===== config.mk =====
export PLATFORM = sky130hd
export DESIGN_NAME = mc_control_unit
export DESIGN_NICKNAME = d
export VERILOG_FILES = /design/src/rtl/mc_control_unit.sv
export SDC_FILE = /design/constraint.sdc
export NUM_CORES = 1
export LEC_CHECK = 0
export ABC_AREA = 1
export CAP_MARGIN = 10
export CORE_MARGIN = 4
export CORE_UTILIZATION = 40
export CTS_CLUSTER_SIZE = 12
export DETAILED_ROUTE_END_ITERATION = 8
export PLACE_DENSITY = 0.77
export SLEW_MARGIN = 15
export SYNTH_ARGS = -nofsm -noshare
export SYNTH_HDL_FRONTEND = slang
export SYNTH_SLANG_ARGS = --single-unit

===== constraint.sdc =====
create_clock -name clk -period 1.2 [get_ports clk]
set_input_delay 0.18 -clock clk [delete_from_list [all_inputs] [get_ports clk]]
set_output_delay 0.18 -clock clk [all_outputs]
set_load 0.01 [all_outputs]

===== src/rtl/mc_control_unit.sv =====
// mc_control_unit: multicycle ARMv4 control FSM with NZCV flags, MemReady wait handshake and
// wait-timeout fault. Optional BL support (R14 <= PC+4 via a LINK state) is enabled by defining CU_BL_EN.
module mc_control_unit #(
    parameter int ALUCTRL_W = 4,
    parameter int MAX_WAIT  = 15
) (
    input  logic                 clk,
    input  logic                 rst,
    input  logic [3:0]           Rd,
    input  logic [1:0]           Op,
    input  logic [1:0]           sh,
    input  logic [5:0]           Funct,
    input  logic [3:0]           Cond,
    input  logic [3:0]           ALUFlags,
    input  logic                 MemReady,
    output logic                 PCWrite,
    output logic                 AdrSrc,
    output logic                 IRWrite,
    output logic                 MemWrite,
    output logic                 RegWrite,
    output logic [1:0]           ResultSrc,
    output logic                 ALUSrcA,
    output logic [1:0]           ALUSrcB,
    output logic [1:0]           ImmSrc,
    output logic [1:0]           RegSrc,
    output logic [ALUCTRL_W-1:0] ALUControl,
    output logic                 Link,
    output logic [3:0]           Flags,
    output logic                 Fault
);
    localparam int WW = (MAX_WAIT > 1) ? $clog2(MAX_WAIT + 1) : 1;

    typedef enum logic [3:0] {
        FETCH, DECODE, MEMADR, MEMREAD, MEMWB, MEMWRITE,
        EXECR, EXECI, ALUWB, BRANCH, LINK, FAULT
    } state_t;

    state_t        state;
    logic [WW-1:0] wcnt;
    logic          cond_q;
    logic          wait_hit;
    logic          bl;
    logic          rd15;
    logic [3:0]    cmd;
    logic          cmd_ok;
    logic          cv_upd;
    logic          no_wb;
    logic [3:0]    dp_ctl;
    logic [3:0]    ctl;
    logic          pcw;
    logic          irw;
    logic          mwr;
    logic          rwr;

    assign cmd      = Funct[4:1];
    assign rd15     = (Rd == 4'd15);
    assign wait_hit = (MAX_WAIT > 0) && (wcnt == WW'(MAX_WAIT - 1));

`ifdef CU_BL_EN
    assign bl   = Funct[4];
    assign Link = (state == LINK);
`else
    assign bl   = 1'b0;
    assign Link = 1'b0;
`endif

    function automatic logic cond_ex(input logic [3:0] c, input logic [3:0] f);
        logic n, z, cy, v;
        {n, z, cy, v} = f;
        case (c)
            4'b0000: cond_ex = z;
            4'b0001: cond_ex = !z;
            4'b0010: cond_ex = cy;
            4'b0011: cond_ex = !cy;
            4'b0100: cond_ex = n;
            4'b0101: cond_ex = !n;
            4'b0110: cond_ex = v;
            4'b0111: cond_ex = !v;
            4'b1000: cond_ex = cy && !z;
            4'b1001: cond_ex = !cy || z;
            4'b1010: cond_ex = (n == v);
            4'b1011: cond_ex = (n != v);
            4'b1100: cond_ex = !z && (n == v);
            4'b1101: cond_ex = z || (n != v);
            4'b1110: cond_ex = 1'b1;
            default: cond_ex = 1'b0;
        endcase
    endfunction

    // Data-processing command decode: ALU op, which flags update, and whether a writeback follows
    always_comb begin
        cmd_ok = 1'b1;
        cv_upd = 1'b0;
        no_wb  = 1'b0;
        dp_ctl = 4'b0000;
        case (cmd)
            4'b0100: cv_upd = 1'b1;
            4'b0010: begin dp_ctl = 4'b0001; cv_upd = 1'b1; end
            4'b0000: dp_ctl = 4'b0010;
            4'b1100: dp_ctl = 4'b0011;
            4'b0001: dp_ctl = 4'b0100;
            4'b1010: begin dp_ctl = 4'b0001; cv_upd = 1'b1; no_wb = 1'b1; end
            4'b1000: begin dp_ctl = 4'b0010; no_wb = 1'b1; end
            4'b1101: dp_ctl = Funct[5] ? 4'b0101 : {2'b10, sh};
            default: cmd_ok = 1'b0;
        endcase
    end

    // State sequencing, wait counter, per-instruction condition latch and NZCV register
    always_ff @(posedge clk or negedge rst) begin
        if (!rst) begin
            state  <= FETCH;
            wcnt   <= '0;
            cond_q <= 1'b0;
            Flags  <= 4'b0000;
        end else begin
            case (state)
                FETCH, MEMREAD: begin
                    if (MemReady) begin
                        wcnt  <= '0;
                        state <= (state == FETCH) ? DECODE : MEMWB;
                    end else if (wait_hit) begin
                        wcnt  <= '0;
                        state <= FAULT;
                    end else begin
                        wcnt <= wcnt + 1'b1;
                    end
                end
                DECODE: begin
                    cond_q <= cond_ex(Cond, Flags);
                    case (Op)
                        2'b00:   state <= Funct[5] ? EXECI : EXECR;
                        2'b01:   state <= MEMADR;
                        2'b10:   state <= bl ? LINK : BRANCH;
                        default: state <= FAULT;
                    endcase
                end
                MEMADR: state <= Funct[0] ? MEMREAD : MEMWRITE;
                EXECR, EXECI: begin
                    if (cmd_ok && Funct[0] && cond_q)
                        Flags <= cv_upd ? ALUFlags : {ALUFlags[3:2], Flags[1:0]};
                    state <= !cmd_ok ? FAULT : (no_wb ? FETCH : ALUWB);
                end
                LINK:    state <= BRANCH;
                FAULT:   state <= FAULT;
                default: state <= FETCH;
            endcase
        end
    end

    // Datapath controls decoded from the current state, cond_q and MemReady
    always_comb begin
        pcw       = 1'b0;
        irw       = 1'b0;
        mwr       = 1'b0;
        rwr       = 1'b0;
        AdrSrc    = 1'b0;
        ResultSrc = 2'b00;
        ALUSrcA   = 1'b0;
        ALUSrcB   = 2'b00;
        ImmSrc    = 2'b00;
        RegSrc    = 2'b00;
        ctl       = 4'b0000;
        case (state)
            FETCH: begin
                ALUSrcA   = 1'b1;
                ALUSrcB   = 2'b10;
                ResultSrc = 2'b10;
                irw       = MemReady;
                pcw       = MemReady;
            end
            DECODE: begin
                ALUSrcA   = 1'b1;
                ALUSrcB   = 2'b10;
                RegSrc[1] = (Op == 2'b01) && !Funct[0];
            end
            MEMADR: begin
                ALUSrcB   = 2'b01;
                ImmSrc    = 2'b01;
                RegSrc[1] = !Funct[0];
            end
            MEMREAD: AdrSrc = 1'b1;
            MEMWRITE: begin
                AdrSrc    = 1'b1;
                RegSrc[1] = 1'b1;
                mwr       = cond_q;
            end
            MEMWB: begin
                ResultSrc = 2'b01;
                rwr       = cond_q && !rd15;
                pcw       = cond_q && rd15;
            end
            EXECR, EXECI: begin
                ALUSrcB = (state == EXECI) ? 2'b01 : 2'b00;
                ctl     = dp_ctl;
            end
            ALUWB: begin
                rwr = cond_q && !rd15;
                pcw = cond_q && rd15;
            end
            BRANCH: begin
                ALUSrcB   = 2'b01;
                ImmSrc    = 2'b10;
                ResultSrc = 2'b10;
                RegSrc[0] = 1'b1;
                pcw       = cond_q;
            end
            LINK: begin
                ALUSrcA   = 1'b1;
                ALUSrcB   = 2'b11;
                ResultSrc = 2'b10;
                rwr       = cond_q;
            end
            default: ;
        endcase
    end

    assign PCWrite    = rst && pcw;
    assign IRWrite    = rst && irw;
    assign MemWrite   = rst && mwr;
    assign RegWrite   = rst && rwr;
    assign Fault      = (state == FAULT);
    assign ALUControl = ALUCTRL_W'(ctl);
endmodule


# Word level (Yosys, flattened, before mapping)
# Index checks and enable logic that the tools add are counted.
[op_classes]
mux = 30
n_reduce_logical = 38
n_addsub = 1
n_eq_ne = 39
[ops]
columns = ["cell", "n"]
rows = [
  ["4-bit == test (second input constant)", 17],
  ["4-bit by 3-bit == test with 1-bit output (second input constant)", 9],
  ["4-bit 2-to-1 mux", 8],
  ["4-bit one-hot mux with 6 select lines", 1],
  ["4-bit by 2-bit == test with 1-bit output (second input constant)", 5],
  ["4-bit one-hot mux with 5 select lines", 1],
  ["2-bit OR reduction", 9],
  ["1-bit one-hot mux with 15 select lines", 1],
  ["4-bit by 1-bit == test with 1-bit output (second input constant)", 3],
  ["4-bit zero test", 3],
  ["4-bit one-hot mux with 3 select lines", 1],
  ["1-bit logical AND", 11],
  ["1-bit 2-to-1 mux", 10],
  ["3-bit OR reduction", 3],
  ["2-bit one-hot mux with 2 select lines", 2],
  ["2-bit one-hot mux with 4 select lines", 1],
  ["8-bit OR reduction", 1],
  ["1-bit zero test", 6],
  ["3-bit 2-to-1 mux", 2],
  ["1-bit one-hot mux with 3 select lines", 2],
  ["4-bit by 1-bit adder with 4-bit output (second input constant)", 1],
  ["3-bit != test (second input constant)", 1],
  ["3-bit AND reduction", 1],
  ["2-bit by 1-bit == test with 1-bit output (second input constant)", 1],
  ["7 further kinds", 8],
]
[totals]
regBits = 13
in_bits = 25
word_cells = 113
output_inout_bits = 24

# Longest topological paths before layout
# Gate-level depths: netlist (run 1).
[depth]
word_depth = 6
mapped_depth = 10
mapped_depth_nobuf = 10

# Worst setup path before layout (run 1)
# No wires, ideal clock.
[synth_timing]
path_kind = "register -> output"
start = "register state[3]"
end = "output port PCWrite"
path_stages_with_launch = 7
required_time_ps = 1020
n_path_buf = 0
setup_slack_ps = -246
t_arrival_ps = 1266
path_cell_list = "dfrtp_1 > inv_1 > nor2_1 > inv_1 > nor2_1 > nand2_1 > a31oi_1"
[synth_between]
elab_chain_cells = 4
word_cells_on_any_way = 7
classes_between = "3 x eq/ne; 1 x mux; 3 x reduce/logical"
[synth_rtl]
columns = ["item", "line_no", "text"]
rows = [
  ["start, declared", "38", "state_t state;"],
  ["start signal, assigned", "121", "state <= (state == FETCH) ? DECODE : MEMWB;"],
  ["start signal, assigned", "132", "2'b00: state <= Funct[5] ? EXECI : EXECR;"],
  ["start signal, assigned", "134", "2'b10: state <= bl ? LINK : BRANCH;"],
  ["4-bit == test or 4-bit by 3-bit == test with 1-bit output (tied branches)", "164", "case (state)"],
  ["2-bit OR reduction (no line)", "--", ""],
  ["1-bit one-hot mux with 3 select lines (*)", "164", ""],
  ["1-bit logical AND (*)", "218", "assign PCWrite = rst && pcw;"],
  ["end, declared", "16", "output logic PCWrite,"],
]
# Every way passes the cells marked *; elsewhere a longest branch is shown, timed or not.

# Worst setup path in the final report (run 1)
[layout_timing]
start = "register state[2]"
end = "output port RegSrc[1]"
[layout_between]
elab_chain_cells = 2
word_cells_on_any_way = 4
classes_between = "3 x eq/ne; 1 x mux"
[layout_rtl]
columns = ["item", "line_no", "text"]
rows = [
  ["4-bit by 3-bit == test with 1-bit output (tied with other cells)", "164", ""],
  ["1-bit one-hot mux with 3 select lines (*)", "164", ""],
  ["end, declared", "25", "output logic [1:0] RegSrc,"],
]
# Marked as above.

==> results.tsv, run 1 <==
metric	value	unit
routed vias	1865	
Slowest cell on crit path	dfrtp_1	
clock latency on the worst-skew pair	0.29	ns
drt drc	0	
Cell Area, Synth	1260	sq um
DP Area	2130	sq um
Post-CTS Hold Fix Bufs	0	
Initial DRC Count	115	
Syn Area/Cell	5.94	sq um
CP Launch Type	flop	
pin count of the biggest net entering global routing	12	
Worst Path Max Fanout	3	
critical setup path kind	flop to primary output	
ANT nets after route	0	
unrepaired setup endpoints after global routing	true	
syn_nets	239	
post-synth cell types	30	
Starting Density	41.6	%
Worst setup EP type	primary output	
synthesized flop and latch total	13	
most frequent CP cell	buf_6	
first-pass GRT wire length	7.59	mm
YS warnings	0	
post-layout minimum cycle time	1.84	ns
layout cell share with drive strength beyond 1	42.2	%
LEAKAGE	1.24	nW
Num CTS Buffers	3	
GRT Util Overall	22.9	%
Largest stage delay, worst path	0.43	ns
die area	4110	sq um
TNS Setup	-14.64	ns
sequential-to-total area share from yosys stat	25.8	%
DIE WIDTH	64.1	um
design area	2390	sq um
P&R area growth vs syn	89.8	%
dpl cells	345	
Worst EP required	1.02	ns
CTS sink count	13	
peak supply drop	0.00127	V
max cap viols	0	
CTS clock-pin slew for the worst setup and hold paths	0.08	ns
Fillers	200	
core area	3030	sq um
diodes inserted	0	
Hold Fails Final Rpt	0	
H-tree levels	1	
Final Setup Violations	32	
# rows	20	
Final Worst Setup Slack	-0.645	ns
WP buf/inv	4	
crit-path leading delay family	buffers and inverters	
FF-to-FF setup slack	-0.55	ns
Via density	5.12	
CP Cell Sequence	buf_6 > nor2_4 > buf_6 > nand2_1 > inv_1 > nand4_1 > nand3_1 > buf_2	
vias in the first global route	1765	
die height	64.1	um
worst hold path class	input pin to asynchronous set/reset pin	
power per cell area	1980	nW/um^2
Fin Clk Skew	0.00586	ns
Buffers on Ports	47	
GRT overflow	0	
status	complete, but fails checks	
Fmax	542	MHz
TritonRoute pass-1 iters	4	
wire length per cell	14.2	um
violated checks	negative setup slack	
non-filler cells, final	364	
final slew viol count	0	
Final period util	154	%
RePlAce Congestion	0.844	
Worst Path Arrival	1.66	ns
post-synthesis cell count	212	
root buffer cell	clkbuf_4	
initial antenna violation count	0	
routed wire length	5.16	mm
CTS Buffer Depth	2	
post-layout util	79.0	%
TritonCTS clock tree	yes	
dpl hpwl	3.12	mm
Layout Nets	348	
I/O pins	49	
-- where the power goes --
| part | switching, mW | internal (mW) |
|---|---|---|
| combinational | 1.87 | 1.75 |
| sequential | 0.201 | 0.616 |
| clock | 0.156 | 0.129 |
| total | 2.23 | 2.50 |
-- area by class of cell --
class | instances | area, sq um | area share [%]
Clock buffer | 4 | 26.3 | 1.10
Inverter | 35 | 141 | 5.91
Multi-Input combinational cell | 161 | 952 | 39.8
Sequential cell | 13 | 329 | 13.8
Tap cell | 44 | 55.1 | 2.30
Timing Repair Buffer | 107 | 887 | 37.1
-- metrics by stage --
stage | hold slack (ns) | total power, mW | setup slack, ns
after global placement | 0.548 | 3.56 | -0.725
after floorplan | -0.116 | 2.14 | -0.0931
after global routing | 0.262 | 5.03 | -0.690
final | 0.236 | 4.73 | -0.645
after detailed placement | 0.540 | 3.62 | -0.758
after CTS | 0.246 | 4.33 | -0.503
-- timing repair --
action,CTS,global route
setup buffers,14,2
gates resized for setup,127,23
pin swaps,14,9
endpoints found under the setup margin,36,33
-- metal layers --
layer / vias to the layer above / global-route usage, % / share of wire [%]
met4: 0 / 7.39 / 3.5
li1: 895 / - / -
met1: 870 / 26.4 / 39
met3: 21 / 4.57 / 6.5
met2: 79 / 42.1 / 51
met5: - / 0 / 0
-- cells in the final DEF (no fill, tap or decap), types with 2 or more instances in the layout --
master / n
dlygate4sd2_1: 4
clkdlybuf4s50_1: 22
nand3_1: 20
inv_1: 27
nor2_2: 8
o21ai_2: 4
nor2_4: 7
clkbuf_4: 3
inv_2: 5
a21oi_2: 3
inv_4: 2
dfrtp_2: 3
nand2_2: 7
o21ai_0: 2
buf_4: 48
nand2_4: 2
dfrtp_1: 10
ha_1: 2
buf_6: 15
buf_2: 16
nand3_2: 4
nand2_1: 52
o21ai_1: 5
nand4_1: 4
a21oi_1: 5
nor2_1: 20
-- Yosys cell counts --
library cell | count | area (sq um)
nand3_1 | 24 | 120
nand2_2 | 3 | 18.8
nor3_1 | 2 | 10.0
nand3b_1 | 1 | 7.51
clkinv_1 | 1 | 3.75
a22oi_1 | 1 | 7.51
nand2_1 | 58 | 218
a211oi_1 | 1 | 7.51
xor2_1 | 1 | 8.76
nor2_2 | 4 | 25.0
o21ai_0 | 4 | 20.0
xnor2_1 | 1 | 8.76
o21ai_1 | 7 | 35.0
a21boi_0 | 1 | 7.51
buf_4 | 2 | 15.0
a21oi_1 | 8 | 40.0
conb_1 | 1 | 3.75
nor3_2 | 1 | 10.0
o311ai_0 | 1 | 8.76
buf_6 | 1 | 11.3
nor2_4 | 1 | 11.3
nor2_1 | 30 | 113
a31oi_1 | 2 | 12.5
nand2_4 | 1 | 11.3
nand4_1 | 4 | 25.0
dfrtp_1 | 13 | 325
ha_1 | 2 | 25.0
nor4_1 | 1 | 6.26
a21oi_4 | 1 | 16.3
inv_1 | 34 | 128
-- state kept, by name, indices dropped and copies added, names as in the netlist --
signal / flops
wcnt: 4
Flags: 4
cond_q: 1
state: 4
-- logic make-up after synthesis --
family          after synthesis  share of synthesized area [%]
buf+inv                      38                           12.5
simple gates                130                           45.7
flops                        13                           25.8
other cells                   1                          0.298
fa+ha+maj                     2                           1.99
compound gates               26                           12.3
xor+xnor                      2                           1.39
-- path summary, 6_finish.rpt --
kind                       cells after the start        start         to
setup reg to reg                              11     state[2]   state[1]
min in group clk                               3  ALUFlags[0]   Flags[0]
setup / recovery                               8     state[2]  RegSrc[1]
hold reg to reg                                2      wcnt[3]    wcnt[3]
max in group asynchronous                      2          rst   state[0]
hold / removal                                 2          rst     cond_q
(Power assumes the default switching activity.)
==> run 2: changes to the inputs <==
--- a/config.mk
+++ b/config.mk
@@ -12,7 +12,7 @@
 export CTS_CLUSTER_SIZE = 12
 export DETAILED_ROUTE_END_ITERATION = 8
 export PLACE_DENSITY = 0.77
-export SLEW_MARGIN = 15
+export SLEW_MARGIN = 30
 export SYNTH_ARGS = -nofsm -noshare
 export SYNTH_HDL_FRONTEND = slang
 export SYNTH_SLANG_ARGS = --single-unit
==> results of run 2 <==
No change in the layout: final DEF, timing and power equal those of run 1.
==> run 3: changes to the inputs <==
--- a/config.mk
+++ b/config.mk
@@ -6,7 +6,6 @@
 export NUM_CORES = 1
 export LEC_CHECK = 0
 export ABC_AREA = 1
-export CAP_MARGIN = 10
 export CORE_MARGIN = 4
 export CORE_UTILIZATION = 40
 export CTS_CLUSTER_SIZE = 12
==> results of run 3 <==
No change in the layout: final DEF, timing and power equal those of run 1.
